`src/rtl/clocked_video_rx_pkg.sv`:
```
// Shared types for the clocked-video receiver: FSM states, FIFO word layout and
// the VIP packet-type code.
package clocked_video_rx_pkg;

  typedef enum logic [1:0] {
    IDLE     = 2'd0,
    WAIT_SOF = 2'd1,
    ACTIVE   = 2'd2,
    FLUSH    = 2'd3
  } state_e;

  localparam int VIP_DATA_W = 24;

  // Field order matches the flat {data, sop, eop} word stored in stream_fifo.
  typedef struct packed {
    logic [VIP_DATA_W-1:0] data;
    logic                  sop;
    logic                  eop;
  } fifo_entry_t;

  localparam logic [3:0] VIP_TYPE_VIDEO = 4'h0;

endpackage

```
`src/rtl/clocked_video_rx_fifo.sv`:
```
// Synchronous show-ahead FIFO; a written word appears on pop_data_o the next cycle.
// Pushes while full and pops while empty are ignored.
module stream_fifo #(
  parameter int WIDTH = 26,
  parameter int DEPTH = 16
) (
  input  logic             clk_i,
  input  logic             rst_i,
  input  logic             push_i,
  input  logic [WIDTH-1:0] push_data_i,
  input  logic             pop_i,
  output logic [WIDTH-1:0] pop_data_o,
  output logic             empty_o,
  output logic             full_o
);

  localparam int AW = $clog2(DEPTH);

  logic [WIDTH-1:0] mem_q [DEPTH];
  logic [AW:0]      wr_ptr_q, wr_ptr_d;
  logic [AW:0]      rd_ptr_q, rd_ptr_d;
  logic             do_push, do_pop;

  // Extra pointer bit distinguishes full from empty when the indices match.
  assign empty_o = (wr_ptr_q == rd_ptr_q);
  assign full_o  = (wr_ptr_q[AW] != rd_ptr_q[AW]) &&
                   (wr_ptr_q[AW-1:0] == rd_ptr_q[AW-1:0]);

  assign do_push = push_i & ~full_o;
  assign do_pop  = pop_i & ~empty_o;

  assign wr_ptr_d   = do_push ? wr_ptr_q + 1'b1 : wr_ptr_q;
  assign rd_ptr_d   = do_pop  ? rd_ptr_q + 1'b1 : rd_ptr_q;
  assign pop_data_o = mem_q[rd_ptr_q[AW-1:0]];

  always_ff @(posedge clk_i) begin
    if (rst_i) begin
      wr_ptr_q <= '0;
      rd_ptr_q <= '0;
    end else begin
      wr_ptr_q <= wr_ptr_d;
      rd_ptr_q <= rd_ptr_d;
    end
  end

  always_ff @(posedge clk_i) begin
    if (do_push) begin
      mem_q[wr_ptr_q[AW-1:0]] <= push_data_i;
    end
  end

endmodule

```
`src/rtl/clocked_video_rx.sv`:
```
// Clocked-video to Avalon-ST video receiver: frames active pixels into packets
// (header word, pixels, eop on the last pixel) through a show-ahead output FIFO.
module clocked_video_rx
  import clocked_video_rx_pkg::*;
#(
  parameter int DATA_W     = 24,
  parameter int FIFO_DEPTH = 16
) (
  input  logic              clk_clk,
  input  logic              reset_reset,
  input  logic [DATA_W-1:0] vid_data,
  input  logic              vid_datavalid,
  input  logic              vid_v,
  input  logic              vid_h,
  output logic [DATA_W-1:0] dout_data,
  output logic              dout_valid,
  input  logic              dout_ready,
  output logic              dout_startofpacket,
  output logic              dout_endofpacket,
  output logic              overflow,
  output logic [15:0]       frame_count
);

  // state    | meaning
  // IDLE     | after reset or a skipped frame; wait for vblank
  // WAIT_SOF | in vblank; wait for the active region
  // ACTIVE   | packing pixels, one pixel held back to tag eop
  // FLUSH    | write the held pixel with eop

  localparam int WORD_W = DATA_W + 2;

  state_e              state_q, state_d;
  logic [DATA_W-1:0]   hold_q, hold_d;
  logic                hold_vld_q, hold_vld_d;
  logic                overflow_q, overflow_d;
  logic [15:0]         frame_count_q, frame_count_d;

  logic                accept;
  logic                push;
  logic [WORD_W-1:0]   push_word;
  logic [WORD_W-1:0]   fifo_rd;
  logic                fifo_empty, fifo_full;
  logic [DATA_W-1:0]   header_data;

  assign accept      = vid_datavalid & ~vid_v & ~vid_h;
  assign header_data = {{(DATA_W-4){1'b0}}, VIP_TYPE_VIDEO};

  always_comb begin
    state_d       = state_q;
    hold_d        = hold_q;
    hold_vld_d    = hold_vld_q;
    overflow_d    = overflow_q;
    frame_count_d = frame_count_q;
    push          = 1'b0;
    push_word     = '0;
    case (state_q)
      IDLE: begin
        if (vid_v) state_d = WAIT_SOF;
      end
      WAIT_SOF: begin
        if (!vid_v) state_d = ACTIVE;
      end
      ACTIVE: begin
        if (vid_v) begin
          state_d = hold_vld_q ? FLUSH : WAIT_SOF;
        end else if (accept) begin
          if (!hold_vld_q) begin
            if (fifo_full) begin
              overflow_d = 1'b1;
              state_d    = IDLE;
            end else begin
              push       = 1'b1;
              push_word  = {header_data, 1'b1, 1'b0};
              overflow_d = 1'b0;
              hold_d     = vid_data;
              hold_vld_d = 1'b1;
            end
          end else begin
            if (fifo_full) begin
              overflow_d = 1'b1;
            end else begin
              push      = 1'b1;
              push_word = {hold_q, 1'b0, 1'b0};
            end
            hold_d = vid_data;
          end
        end
      end
      FLUSH: begin
        if (accept) overflow_d = 1'b1;
        if (!fifo_full) begin
          push          = 1'b1;
          push_word     = {hold_q, 1'b0, 1'b1};
          frame_count_d = frame_count_q + 16'd1;
          hold_d        = '0;
          hold_vld_d    = 1'b0;
          state_d       = WAIT_SOF;
        end
      end
      default: state_d = IDLE;
    endcase
  end

  always_ff @(posedge clk_clk) begin
    if (reset_reset) begin
      state_q       <= IDLE;
      hold_q        <= '0;
      hold_vld_q    <= 1'b0;
      overflow_q    <= 1'b0;
      frame_count_q <= '0;
    end else begin
      state_q       <= state_d;
      hold_q        <= hold_d;
      hold_vld_q    <= hold_vld_d;
      overflow_q    <= overflow_d;
      frame_count_q <= frame_count_d;
    end
  end

  stream_fifo #(
    .WIDTH (WORD_W),
    .DEPTH (FIFO_DEPTH)
  ) u_fifo (
    .clk_i       (clk_clk),
    .rst_i       (reset_reset),
    .push_i      (push),
    .push_data_i (push_word),
    .pop_i       (dout_valid & dout_ready),
    .pop_data_o  (fifo_rd),
    .empty_o     (fifo_empty),
    .full_o      (fifo_full)
  );

  // Stale memory contents are masked so an empty FIFO presents all zeros.
  assign dout_valid = ~fifo_empty;
  assign {dout_data, dout_startofpacket, dout_endofpacket} = fifo_empty ? '0 : fifo_rd;

  assign overflow    = overflow_q;
  assign frame_count = frame_count_q;

endmodule

```
`config.mk`:
```
export PLATFORM = sky130hd
export DESIGN_NAME = clocked_video_rx
export DESIGN_NICKNAME = d
export VERILOG_FILES = /design/src/rtl/clocked_video_rx_pkg.sv /design/src/rtl/clocked_video_rx_fifo.sv /design/src/rtl/clocked_video_rx.sv
export SDC_FILE = /design/constraint.sdc
export NUM_CORES = 1
export LEC_CHECK = 0
export ABC_AREA = 1
export CAP_MARGIN = 20
export CORE_MARGIN = 5
export CORE_UTILIZATION = 33
export DETAILED_ROUTE_END_ITERATION = 6
export DONT_BUFFER_PORTS = 1
export SETUP_SLACK_MARGIN = 0.05
export SYNTH_ARGS = -nofsm -noshare
export SYNTH_HDL_FRONTEND = slang
export SYNTH_SLANG_ARGS = --single-unit
```
`constraint.sdc`:
```
create_clock -name clk_clk -period 3.5 [get_ports clk_clk]
set_input_delay 0.35 -clock clk_clk [delete_from_list [all_inputs] [get_ports clk_clk]]
set_output_delay 0.35 -clock clk_clk [all_outputs]
set_load 0.1 [all_outputs]
```
# Word level (Yosys, flattened, before mapping)
# Memories as Yosys holds them, arrays and structs flattened. A register that Yosys moved wholly into a read port is not among the register bits.
# Index checks and enable logic that the tools add are counted.
# W data, S select, Z words.
dict set report classes {
  n_addsub 3
  n_eq_ne 17
  muxes 43
  n_bitwise 9
  n_reduce_logical 8
}
# cell count
set ops {}
lappend ops {{$mux W26} 6}
lappend ops {{$mux W24} 5}
lappend ops {{$pmux W26 S2} 1}
lappend ops {{$pmux W24 S2} 1}
lappend ops {{$mux W2} 9}
lappend ops {{$add A16 B1 Y16 const B} 1}
lappend ops {{$mux W1} 15}
lappend ops {{$ne A3 B3 Y1 const B} 5}
lappend ops {{$ne A2 B2 Y1 const B} 6}
lappend ops {{$add A5 B1 Y5 const B} 2}
lappend ops {{$reduce_and A5 Y1} 2}
lappend ops {{$mux W4} 2}
lappend ops {{$pmux W2 S4} 1}
lappend ops {{$pmux W1 S2} 3}
lappend ops {{$reduce_and A6 Y1} 1}
lappend ops {{$and A1 B1 Y1} 5}
lappend ops {{$eq A5 B5 Y1} 1}
lappend ops {{$eq A2 B2 Y1 const B} 2}
lappend ops {{$eq A4 B4 Y1} 1}
lappend ops {{$not A1 Y1} 4}
lappend ops {{$reduce_and A4 Y1} 1}
lappend ops {{$eq A2 B1 Y1 const B} 1}
lappend ops {{$logic_not A2 Y1} 1}
lappend ops {{$reduce_and A2 Y1} 1}
lappend ops {{3 further kinds} 3}
dict set report word_totals {
  register_bits 54
  mem_bits_rw 416
  in_bits 30
  output_inout_bits 44
  word_cells 88
  memories 1
}
# name words width rd rd_ports_with_merged_regs write_ports line
set memory_table {}
lappend memory_table {u_fifo.mem_q 16 26 1 1 1 clocked_video_rx_fifo.sv:19} ;# logic [WIDTH-1:0] mem_q [DEPTH];

# Longest topological paths before layout
dict set report depth {
  word_depth 9
  ltp_mapped 11
}

# Modules after synthesis
# A second synthesis with hierarchy kept.
dict set report unflattened {
  cells_unflattened 1881
  area_unflattened_um2 20524.7
}
# mod n_inst cells_per_inst area_per_inst_um2 seq_area_each_um2
set by_module_without_submodules {}
lappend by_module_without_submodules {stream_fifo 1 1445 17882.2 12772.2}
lappend by_module_without_submodules {clocked_video_rx 1 436 2642.5 880.8}

# Worst setup path before layout
# Ideal clock, no wire load.
dict set report synth_path {
  kind {reg-to-output}
  from {register u_fifo.wr_ptr_q[4]}
  to {output dout_data[10]}
  arrival_time_ps 3576
  required_ps 3150
  path_slack_ps -426
  path_stages_with_launch 6
  path_buffers 1
  cell_sequence {dfxtp_1 xor2_1 nand3b_1 clkinv_1 buf_2 a21oi_1}
}
dict set report synth_between {
  elab_chain_cells 2
}
# element line
set synth_lines {}
lappend synth_lines {{start, declared} clocked_video_rx_fifo.sv:20} ;# logic [AW:0] wr_ptr_q, wr_ptr_d;
lappend synth_lines {{start signal, assigned} clocked_video_rx_fifo.sv:41} ;# wr_ptr_q <= wr_ptr_d;
lappend synth_lines {{$eq A5 B5 Y1} clocked_video_rx_fifo.sv:25} ;# assign empty_o = (wr_ptr_q == rd_ptr_q);
lappend synth_lines {{$mux W26} clocked_video_rx.sv:136} ;# assign {dout_data, dout_startofpacket, dout_endofpacket} = fifo_empty ? '0 : fifo_rd;
lappend synth_lines {{end, declared} clocked_video_rx.sv:15} ;# output logic [DATA_W-1:0] dout_data,
# Every way passes these cells.

# Worst setup path in the final report
dict set report layout_path {
  from {register u_fifo.wr_ptr_q[0]}
  to {output dout_data[10]}
}
# The elaborated chain is that of the path after synthesis.

==> reports/summary.txt <==
Vias in the first global route -> 12509
Cell total after placement -> 2518
Commonest cells post-synth -> edfxtp_1, inv_1, nand2_1
Worst hold slack -> 0.0279 ns
CP Max Fanout -> 18
Least-Margin Pin Slew -> 1.04 ns
Clock Latency Late Sink -> 0.58 ns
Initial DRC Count -> 1090
Final min period -> 3.12 ns
Logic pwr share -> 36.1%
Area of the multi-input gates -> 5270 sq um
Pin count of the biggest net entering global routing -> 111
RSZ-0062 raised after global routing -> false
Clock Tree Buf Depth -> 3
Max VDD drop -> 0.642 mV
Pleak -> 8.20 nW
Die Y -> 257 um
Via-per-instance ratio -> 4.93
Final wirelength -> 47.6 mm
Final ANT Viol Nets -> 0
Number of max-cap violations -> 0
Port Buffer Count -> 0
F_max -> 0.320 GHz
Worst min path class -> primary input to flip-flop
Total negative slack -> 0 ns
P_sw -> 0.00680 W
Dpl hpwl -> 29.2 mm
IO Count -> 74
Most numerous cell in the Yosys netlist -> edfxtp_1
Critical Path AT -> 2.77 ns
Row count -> 90
Internal Power -> 0.0115 W
Die area -> 65900 sq um
CTS buffer count -> 48
Post-cts sizing count -> 0
Crit. End Element -> output port
Routability cong. -> 0.773
First-pass GRT wire length -> 73.0 mm
Status -> completed
Final hold vios -> 0
Final net count -> 1827
Worst setup path category -> flip-flop to output port
Gate Count Post-Synth -> 1763
Mapped Area -> 20100 sq um
Main flop type after synthesis -> edfxtp_1
Share of cells above drive strength 1 -> 12.3%
Clock power frac -> 27.6%
Total Power -> 0.0183 W
Final period utilization -> 89.2%
Drt drc -> 0
Synth warn -> 0
Worst Setup Start Kind -> flip-flop
Yosys cell types -> 35
Initial Util -> 33.3%
Sequential power share -> 36.3%
H-tree depth -> 2
Post-synth EDFFs -> 416
Clock skew -> 0.0196 ns
Pwr Density -> 780 nW/um^2
ANT cells -> 0
Core Area -> 60400 sq um
Root Buffer -> clkbuf_16
Normalized max-slew margin -> 30.6%
Reg clk slew, reported paths -> 0.06 ns
Gr ovfl total -> 0
1st-pass router iterations -> 5
Cells taking the most area after synthesis -> edfxtp_1, dfxtp_1, o211ai_1
Synth area leader -> edfxtp_1
Final setup fails -> 0
Initial antenna violation count -> 0
Synth top area share -> 62.2%
CTS tree -> done
Syn_area_per_cell -> 11.4 sq um
Layout Utilization -> 38.8%
Ys async rst share -> 0%
Seq/Total Area, Yosys -> 68.0%
Switching Share -> 37.2%
Synth-to-Final Area Change -> 16.7%
Filler cells -> 5651
#FFs+latches synth -> 474
Avg WL per Cell -> 18.3 um
FF/Latch Area -> 13700 sq um
# hold bufs at CTS -> 1
Vias -> 12837
Die width -> 257 um
Crit path required time -> 3.15 ns
Final Non-Filler Cells -> 2606
Post-CTS setup buffers -> 0
Slew Viols, Final -> 0
Clk sinks -> 474
Synthesized Nets -> 1803
Total global-route track usage -> 14.0%
[worst max-delay path: stages (launching register included)]
cell and delay [ns]:
dfxtp_1 0.42, inv_1 0.13, nand2_1 0.07, nand2_1 0.05, nor2_1 0.21, nand3b_1 0.20
inv_2 0.54, buf_4 0.31, a21oi_2 0.07, buf_12 0.17
[sequential cells by signal, summed over array words and instances, names as in the netlist, named ones only]
name	flops
frame_count	16
hold_q	24
hold_vld_q	1
overflow	1
state_q	2
u_fifo.mem_q	416
u_fifo.rd_ptr_q	5
u_fifo.wr_ptr_q	5
[worst paths after layout]
path	slack, ns	cells past startpoint	end	from
setup / recovery	0.38	9	dout_data[10]	u_fifo.wr_ptr_q[0]$_SDFFE_PP0P_
setup reg to reg	0.55	9	u_fifo.mem_q[1][8]$_DFFE_PP_	state_q[0]$_SDFFE_PP0P_
hold reg to reg	0.48	2	hold_q[18]$_SDFFE_PP0P_	hold_q[18]$_SDFFE_PP0P_
hold / removal	0.03	4	hold_q[0]$_SDFFE_PP0P_	vid_data[0]
[cell usage in the layout (no fill, tap or decap), types with 2 or more instances in the layout]
cell       synthesis  layout
inv_1            239     239
o211ai_1         130     130
nor2_1            92      76
xor2_1             6       6
nor2_2             3       3
nand4_1            5       5
clkinv_2           0       6
edfxtp_1         416     416
o21ai_1            3       3
mux2i_1           26      26
nand2_1          222     222
clkbuf_1          54      13
nand3_2           20      20
nand3b_1           2       2
buf_12             0      35
bufinv_16          0       5
dfxtp_1           58      55
buf_4              3      44
inv_2              3       5
nand3_1          173     173
xnor2_1            3       3
a21oi_2            0      26
o21ai_0           95      95
and2_1             2       2
ha_1              10      10
a21oi_1          128     102
nand3_4            2       2
clkinv_1           3      11
clkbuf_16          0      49
nor3_1             8       8
dfxtp_4            0       2
inv_6              0       2
nor2_4             1      17
[cells by family after synthesis]
kind of cell | count (synthesis) | share of synthesized area (%)
fa+ha+maj | 10 | 0.623
compound gates | 358 | 10.6
simple gates | 534 | 12.2
xor+xnor | 9 | 0.392
buf+inv | 352 | 6.95
flops | 474 | 68.0
mux | 26 | 1.30
[routing by layer]
metal | global-route usage (%) | part of all wire (%) | wire (um) | vias up
li1 | - | - | - | 6210
met1 | 17.8 | 42 | 20200 | 6290
met2 | 24.8 | 51 | 24100 | 271
met3 | 2.20 | 4.5 | 2150 | 66
met4 | 4.00 | 2.4 | 1130 | 0
met5 | 0 | 0 | 0 | -
[through the flow]
step           setup slack [ns]  cell area (sq um)
5_1_grt                   0.190              23400
6_report                  0.376              23400
3_5_place_dp              0.608              21900
4_1_cts                   0.331              23400
3_3_place_gp              0.700              21900
2_1_floorplan            -0.426              20100
[area by class of cell]
cell class,instances,share of cell area (%)
clock inverter,24,1.04
sequential,474,58.3
timing repair buffer,81,4.56
tap,782,4.18
multi-input combinational,937,22.5
clock buffer,63,5.50
inverter,245,3.93
[power by group through the flow]
stage	sequential (W)	clock, W	combinational [W]
2_1_floorplan	0.00661	0	0.00457
3_3_place_gp	0.00675	0	0.00656
3_5_place_dp	0.00676	0	0.00665
4_1_cts	0.00664	0.00514	0.00668
5_1_grt	0.00667	0.00538	0.00711
6_report	0.00663	0.00504	0.00659
Power figures use the tool's default switching activity.
